<file path="config.mk">
export PLATFORM = sky130hd
export DESIGN_NAME = cache_controller_flat
export DESIGN_NICKNAME = d
export VERILOG_FILES = /design/src/rtl/cache_pkg.sv /design/src/rtl/cache_if.sv /design/src/rtl/cache_tag_store.sv /design/src/rtl/cache_controller.sv /design/src/flat_wrapper.sv
export SDC_FILE = /design/constraint.sdc
export NUM_CORES = 1
export LEC_CHECK = 0
export ABC_AREA = 1
export CAP_MARGIN = 20
export CORE_ASPECT_RATIO = 1.1
export CORE_MARGIN = 2
export CORE_UTILIZATION = 30
export CTS_BUF_LIST = sky130_fd_sc_hd__clkbuf_8
export DETAILED_ROUTE_END_ITERATION = 10
export SYNTH_ARGS = -nofsm -noshare
export SYNTH_HDL_FRONTEND = slang
export SYNTH_SLANG_ARGS = --single-unit
</file>
<file path="constraint.sdc">
create_clock -name clk -period 7.4 [get_ports clk]
set_input_delay 1.48 -clock clk [delete_from_list [all_inputs] [get_ports clk]]
set_output_delay 1.48 -clock clk [all_outputs]
set_load 0.03 [all_outputs]
</file>
<file path="src/rtl/cache_pkg.sv">
// rtl/cache_pkg.sv - shared widths, state encoding and address helpers for the cache controller
package cache_pkg;

    localparam int ADDR_W     = 10;
    localparam int INDEX_W    = 5;
    localparam int OFFSET_W   = 2;
    localparam int DATA_W     = 32;
    localparam int CNT_W      = 16;
    localparam int TAG_W      = ADDR_W - INDEX_W - OFFSET_W;
    localparam int ARR_AW     = INDEX_W + OFFSET_W;
    localparam int NUM_BLOCKS = 1 << INDEX_W;

    typedef enum logic [1:0] {
        IDLE    = 2'd0,
        REFILL  = 2'd1,
        WR_THRU = 2'd2,
        DONE    = 2'd3
    } state_e;

    function automatic logic [TAG_W-1:0] addr_tag(input logic [ADDR_W-1:0] a);
        return a[ADDR_W-1 -: TAG_W];
    endfunction

    function automatic logic [INDEX_W-1:0] addr_index(input logic [ADDR_W-1:0] a);
        return a[OFFSET_W +: INDEX_W];
    endfunction

    // Statistics counters stick at all-ones instead of wrapping
    function automatic logic [CNT_W-1:0] sat_inc(input logic [CNT_W-1:0] v);
        return (v == {CNT_W{1'b1}}) ? v : v + 1'b1;
    endfunction

endpackage

</file>
<file path="src/rtl/cache_if.sv">
// rtl/cache_if.sv - core, data-array and main-memory signals of the cache controller
interface cache_if;
    import cache_pkg::*;

    logic                cpu_rd;
    logic                cpu_wr;
    logic [ADDR_W-1:0]   cpu_addr;
    logic [DATA_W-1:0]   cpu_wd;
    logic                stall;
    logic                c_we;
    logic [ARR_AW-1:0]   c_r_addrs;
    logic [ARR_AW-1:0]   c_w_addrs;
    logic [DATA_W-1:0]   c_wd;
    logic                mem_req;
    logic                mem_we;
    logic [ADDR_W-1:0]   mem_addr;
    logic [DATA_W-1:0]   mem_wd;
    logic [DATA_W-1:0]   mem_rd;
    logic                mem_ready;
    logic [CNT_W-1:0]    hit_cnt;
    logic [CNT_W-1:0]    miss_cnt;

    modport master (
        input  cpu_rd, cpu_wr, cpu_addr, cpu_wd, mem_rd, mem_ready,
        output stall, c_we, c_r_addrs, c_w_addrs, c_wd,
               mem_req, mem_we, mem_addr, mem_wd, hit_cnt, miss_cnt
    );

    modport slave (
        output cpu_rd, cpu_wr, cpu_addr, cpu_wd, mem_rd, mem_ready,
        input  stall, c_we, c_r_addrs, c_w_addrs, c_wd,
               mem_req, mem_we, mem_addr, mem_wd, hit_cnt, miss_cnt
    );

endinterface

</file>
<file path="src/rtl/cache_tag_store.sv">
// rtl/cache_tag_store.sv - per-block valid bit and tag registers with combinational hit lookup
module cache_tag_store
    import cache_pkg::*;
(
    input  logic               clk,
    input  logic               rst,
    input  logic [INDEX_W-1:0] rd_index_i,
    input  logic [TAG_W-1:0]   rd_tag_i,
    input  logic               we_i,
    input  logic [INDEX_W-1:0] wr_index_i,
    input  logic [TAG_W-1:0]   wr_tag_i,
    output logic               hit_o
);

    logic [NUM_BLOCKS-1:0] valid_q;
    logic [TAG_W-1:0]      tag_q [NUM_BLOCKS];

    // Reset invalidates every block; a write installs the tag and marks the block valid
    always_ff @(posedge clk or posedge rst) begin
        if (rst) begin
            valid_q <= '0;
            for (int i = 0; i < NUM_BLOCKS; i++) begin
                tag_q[i] <= '0;
            end
        end else if (we_i) begin
            valid_q[wr_index_i] <= 1'b1;
            tag_q[wr_index_i]   <= wr_tag_i;
        end
    end

    assign hit_o = valid_q[rd_index_i] && (tag_q[rd_index_i] == rd_tag_i);

endmodule

</file>
<file path="src/rtl/cache_controller.sv">
// rtl/cache_controller.sv - direct-mapped write-through cache sequencer: hit/miss, refill, store-through
module cache_controller
    import cache_pkg::*;
(
    input  logic     clk,
    input  logic     rst,
    cache_if.master  bus
);

    state_e               state_q;
    logic [OFFSET_W-1:0]  cnt_q;
    logic [CNT_W-1:0]     hit_cnt_q;
    logic [CNT_W-1:0]     miss_cnt_q;

    logic [TAG_W-1:0]     cpu_tag;
    logic [INDEX_W-1:0]   cpu_index;
    logic                 hit;
    logic                 refill_last;

    assign cpu_tag     = addr_tag(bus.cpu_addr);
    assign cpu_index   = addr_index(bus.cpu_addr);

    // The block becomes valid only when its final word lands, so an aborted refill leaves it invalid
    assign refill_last = (state_q == REFILL) && bus.mem_ready && (cnt_q == {OFFSET_W{1'b1}});

    cache_tag_store u_tags (
        .clk        (clk),
        .rst        (rst),
        .rd_index_i (cpu_index),
        .rd_tag_i   (cpu_tag),
        .we_i       (refill_last),
        .wr_index_i (cpu_index),
        .wr_tag_i   (cpu_tag),
        .hit_o      (hit)
    );

    // Sequencer: classifies each access in IDLE, walks the refill words, and retires stores via DONE
    always_ff @(posedge clk or posedge rst) begin
        if (rst) begin
            state_q    <= IDLE;
            cnt_q      <= '0;
            hit_cnt_q  <= '0;
            miss_cnt_q <= '0;
        end else begin
            case (state_q)
                IDLE: begin
                    if (bus.cpu_wr) begin
                        if (hit) hit_cnt_q  <= sat_inc(hit_cnt_q);
                        else     miss_cnt_q <= sat_inc(miss_cnt_q);
                        state_q <= WR_THRU;
                    end else if (bus.cpu_rd) begin
                        if (hit) begin
                            hit_cnt_q <= sat_inc(hit_cnt_q);
                        end else begin
                            miss_cnt_q <= sat_inc(miss_cnt_q);
                            cnt_q      <= '0;
                            state_q    <= REFILL;
                        end
                    end
                end
                REFILL: begin
                    if (bus.mem_ready) begin
                        cnt_q <= cnt_q + 1'b1;
                        if (cnt_q == {OFFSET_W{1'b1}}) state_q <= IDLE;
                    end
                end
                WR_THRU: begin
                    if (bus.mem_ready) state_q <= DONE;
                end
                DONE: begin
                    state_q <= IDLE;
                end
                default: begin
                    state_q <= IDLE;
                end
            endcase
        end
    end

    logic                stall_c;
    logic                c_we_c;
    logic [ARR_AW-1:0]   c_w_addrs_c;
    logic [DATA_W-1:0]   c_wd_c;
    logic                mem_req_c;
    logic                mem_we_c;
    logic [ADDR_W-1:0]   mem_addr_c;

    // Output decode: IDLE stalls on misses/stores in the same cycle so read hits cost no latency
    always_comb begin
        stall_c     = 1'b0;
        c_we_c      = 1'b0;
        c_w_addrs_c = {cpu_index, cnt_q};
        c_wd_c      = bus.mem_rd;
        mem_req_c   = 1'b0;
        mem_we_c    = 1'b0;
        mem_addr_c  = bus.cpu_addr;
        case (state_q)
            IDLE: begin
                stall_c = bus.cpu_wr || (bus.cpu_rd && !hit);
            end
            REFILL: begin
                stall_c    = 1'b1;
                mem_req_c  = 1'b1;
                mem_addr_c = {cpu_tag, cpu_index, cnt_q};
                c_we_c     = bus.mem_ready;
            end
            WR_THRU: begin
                stall_c     = 1'b1;
                mem_req_c   = 1'b1;
                mem_we_c    = 1'b1;
                c_w_addrs_c = bus.cpu_addr[ARR_AW-1:0];
                c_wd_c      = bus.cpu_wd;
                // No write allocate: a store miss leaves the data array alone
                c_we_c      = bus.mem_ready && hit;
            end
            default: begin
                stall_c = 1'b0;
            end
        endcase
    end

    assign bus.stall     = stall_c;
    assign bus.c_we      = c_we_c;
    assign bus.c_r_addrs = bus.cpu_addr[ARR_AW-1:0];
    assign bus.c_w_addrs = c_w_addrs_c;
    assign bus.c_wd      = c_wd_c;
    assign bus.mem_req   = mem_req_c;
    assign bus.mem_we    = mem_we_c;
    assign bus.mem_addr  = mem_addr_c;
    assign bus.mem_wd    = bus.cpu_wd;
    assign bus.hit_cnt   = hit_cnt_q;
    assign bus.miss_cnt  = miss_cnt_q;

endmodule
</file>
<file path="src/flat_wrapper.sv">
// flat-port wrapper written by rule: the top's interface ports become plain ports
module cache_controller_flat import cache_pkg::*;
  (clk, rst, bus_cpu_rd, bus_cpu_wr, bus_cpu_addr, bus_cpu_wd, bus_mem_rd, bus_mem_ready, bus_stall, bus_c_we, bus_c_r_addrs, bus_c_w_addrs, bus_c_wd, bus_mem_req, bus_mem_we, bus_mem_addr, bus_mem_wd, bus_hit_cnt, bus_miss_cnt);
  cache_if bus_i ();
  input  logic clk;
  input  logic rst;
  input wire logic [$bits(bus_i.cpu_rd)-1:0] bus_cpu_rd;
  input wire logic [$bits(bus_i.cpu_wr)-1:0] bus_cpu_wr;
  input wire logic [$bits(bus_i.cpu_addr)-1:0] bus_cpu_addr;
  input wire logic [$bits(bus_i.cpu_wd)-1:0] bus_cpu_wd;
  input wire logic [$bits(bus_i.mem_rd)-1:0] bus_mem_rd;
  input wire logic [$bits(bus_i.mem_ready)-1:0] bus_mem_ready;
  output wire logic [$bits(bus_i.stall)-1:0] bus_stall;
  output wire logic [$bits(bus_i.c_we)-1:0] bus_c_we;
  output wire logic [$bits(bus_i.c_r_addrs)-1:0] bus_c_r_addrs;
  output wire logic [$bits(bus_i.c_w_addrs)-1:0] bus_c_w_addrs;
  output wire logic [$bits(bus_i.c_wd)-1:0] bus_c_wd;
  output wire logic [$bits(bus_i.mem_req)-1:0] bus_mem_req;
  output wire logic [$bits(bus_i.mem_we)-1:0] bus_mem_we;
  output wire logic [$bits(bus_i.mem_addr)-1:0] bus_mem_addr;
  output wire logic [$bits(bus_i.mem_wd)-1:0] bus_mem_wd;
  output wire logic [$bits(bus_i.hit_cnt)-1:0] bus_hit_cnt;
  output wire logic [$bits(bus_i.miss_cnt)-1:0] bus_miss_cnt;
  assign bus_i.cpu_rd = bus_cpu_rd;
  assign bus_i.cpu_wr = bus_cpu_wr;
  assign bus_i.cpu_addr = bus_cpu_addr;
  assign bus_i.cpu_wd = bus_cpu_wd;
  assign bus_i.mem_rd = bus_mem_rd;
  assign bus_i.mem_ready = bus_mem_ready;
  assign bus_stall = bus_i.stall;
  assign bus_c_we = bus_i.c_we;
  assign bus_c_r_addrs = bus_i.c_r_addrs;
  assign bus_c_w_addrs = bus_i.c_w_addrs;
  assign bus_c_wd = bus_i.c_wd;
  assign bus_mem_req = bus_i.mem_req;
  assign bus_mem_we = bus_i.mem_we;
  assign bus_mem_addr = bus_i.mem_addr;
  assign bus_mem_wd = bus_i.mem_wd;
  assign bus_hit_cnt = bus_i.hit_cnt;
  assign bus_miss_cnt = bus_i.miss_cnt;
  cache_controller u_core (.clk(clk), .rst(rst), .bus(bus_i));
endmodule
</file>
==> metrics.cfg <==
[yosys]
synth.net_count = 1334
syn_inst = 1248
ys_types = 35
yosys.area.top_type = dfrtp_1
synth.avg_cell_area_um2 = 7.368
synthFlopType = dfrtp_1
synth_top_cell_area_share_pct = 44.63
synth_area_leaders = dfrtp_1 45%, nand2_1 25%, o21ai_0 6.3%, buf_4 4.5%, inv_1 3.3%
async_reset_ff_share_pct = 100.0
syn_area_um2 = 9195
yosysWarningCount = 0
yosysSeqAreaShare_pct = 44.63
ys_ff_latch = 164
synth_commonest_cells = 601 x nand2_1, 164 x dfrtp_1, 115 x o21ai_0
synth_edf_count = 0
synth.most_common_cell = nand2_1

[job]
maxCapViolations = 0

[cells_and_area]
area_growth_syn_to_layout_pct = 26.75
finish.utilization_pct = 38.41
antenna_cells = 0
drive_gt1_share_pct = 6.842
finalNetCount = 1476
finalInstanceArea_um2 = 11650

[global_routing]
grt_pass1_wl_mm = 44.34
track_usage_pct = 17.61
grt_pass1_vias = 8382
grt_max_degree = 66
antenna_found_initial = 0
grt_overflow = 0

[routing]
via_per_inst = 4.586
ant_nets = 0
initialDrtViolationCount = 618
vias = 8333
post-route-drc-count = 0
wl_mm = 27.18
first_pass_iters = 5
wl_per_cell_um = 14.96

[setup_path]
rr_endpoint = u_core.state_q[1]$_DFFE_PP0P_
cp.arrival_ns = 5.17
r2r-start = u_core.state_q[0]$_DFFE_PP0P_
critPathKind = input pin to output pin
reg2reg_slack_ns = 4.71
rr_worst_depth = 9
endpoint_kind = output pin
cp_max_fo = 15
critPathLaunchType = input pin
worstPathRequired_ns = 5.92

[timing]
relSlewSlack_pct = 33.06
setup_viol = 0
hold_viol = 0
rsz0062_at_grt = false
post-route-period-util_pct = 89.91
worst_pin_slew_ns = 0.9979
slew_violations = 0
max_freq_mhz = 150.3
finalCriticalPeriod_ns = 6.653
setup_tns_ns = 0
timing.final.ws_setup_ns = 0.7466
fin_skew_ns = 0.02483

[cts]
cts_num_sinks = 164
clock_path_buffers = 2
clk_pin_slew_ns = 0.08
cts.htree.levels = 4
worstSkewPairLatency_ns = 0.47
hold_buffers = 0
cts_buffers = 17
clockRootBuffer = clkbuf_8
postCtsSetupBuffers = 0
cts_resized = 0
cts_tree = built

[outcome]
status = finished clean

[placed_design]
io_buffers = 202
place_congestion = 0.8816
place_area_um2 = 11220
place_hpwl_mm = 19.92
place_ws_ns = 0.8846

[die]
die_area_um2 = 32070
io_pins = 203
die_h_um = 187.6
initial_utilization_pct = 30.30
die_x_um = 170.9
core_um2 = 30350
std_cell_rows = 67

[power_and_ir_drop]
powerDensity_nw_per_um2 = 228.4
finalPower_mw = 2.662
ir_drop_v = 0.0001958
p_leak_nw = 5.495

[hold_path]
hold_path_startpoint = u_core.u_tags.valid_q[5]$_DFFE_PP0P_
hold_path_depth = 2
hold_end = u_core.u_tags.valid_q[5]$_DFFE_PP0P_
hold_path_class = flop to flop

registers in the layout, indices dropped and copies added, names as in the netlist:
| signal | count |
|---|---|
| u_core.u_tags.tag_q | 96 |
| u_core.u_tags.valid_q | 32 |
| u_core.cnt_q | 2 |
| u_core.bus.hit_cnt | 16 |
| u_core.bus.miss_cnt | 16 |
| u_core.state_q | 2 |
power by group:
group          switching (mW)  internal, mW
clock                   0.363         0.354
sequential             0.0407         0.928
combinational           0.625         0.352
total                    1.03          1.63
per-stage QoR:
step | hold WS (ns) | instances
2_1_floorplan | 0.4198 | 1248
3_3_place_gp | 0.4354 | 1785
3_5_place_dp | 0.4373 | 1785
4_1_cts | 0.4563 | 1817
5_1_grt | 0.4813 | 1817
6_report | 0.4560 | 1817
routing by layer:
metal	track usage [%]	vias up	share of wire, %
li1	-	4141	-
met1	22.39	3848	43
met2	29.62	308	48
met3	3.271	36	5.7
met4	6.649	0	2.8
met5	0	-	0
how the worst max path moves through the flow:
| stage | startpoint | endpoint | slack (ns) | cells after the start |
|---|---|---|---|---|
| finish | bus_cpu_addr[3] | bus_c_we | 0.75 | 14 |
| global route | bus_cpu_addr[3] | bus_c_we | 0.52 | 14 |
| CTS | bus_cpu_addr[3] | bus_c_we | 0.84 | 14 |
| detailed placement | bus_cpu_addr[3] | bus_c_we | 0.88 | 14 |
| global placement | bus_cpu_addr[3] | bus_c_we | 0.92 | 14 |
| floorplan | rst | u_core.bus.hit_cnt[0]$_DFFE_PP0P_ | 1.49 | 1 |
critical path: stages:
cell,delay [ns]
clkdlybuf4s50_1,0.95
inv_2,0.08
nor2_1,0.59
nand2_1,0.13
o21ai_0,0.13
o21ai_1,0.09
nand2_1,0.08
nor2_1,0.05
nand2_1,0.08
nand2_2,0.09
nor2_8,0.18
nand3b_1,0.11
a21boi_0,0.36
clkdlybuf4s50_1,0.76
cells in the final DEF, fill, tap and decap left out, types with 9 or more instances in the layout:
cell / n
nor2_1: 28
dfrtp_1: 164
o21ai_0: 115
xnor2_1: 9
nand3_1: 38
nand2_1: 601
xor2_1: 19
buf_4: 12
o21ai_2: 19
clkdlybuf4s50_1: 201
nor3_1: 14
clkbuf_8: 18
inv_1: 80
layout make-up:
type                            instances  area (um^2)
Fill cell                            3214        18690
Multi-Input combinational cell        906         4158
Sequential cell                       164         4104
Timing Repair Buffer                  214         2107
Tap cell                              414        518.0
Inverter                               87        331.6
Clock buffer                           18        247.7
Clock inverter                         14        188.9
cells by family (layout without fill, tap and decap cells):
family                   after synthesis  in the layout  share of synthesized area [%]
XOR/XNOR                              28             28                          2.667
buffers and inverters                178            333                          10.15
AND/OR/NAND/NOR                      724            724                          32.73
AO/OA/AOI/OAI                        147            147                          8.872
adder cells (fa/ha/maj)                7              7                         0.9525
flip-flops                           164            164                          44.63
Power figures use the tool's default switching activity.
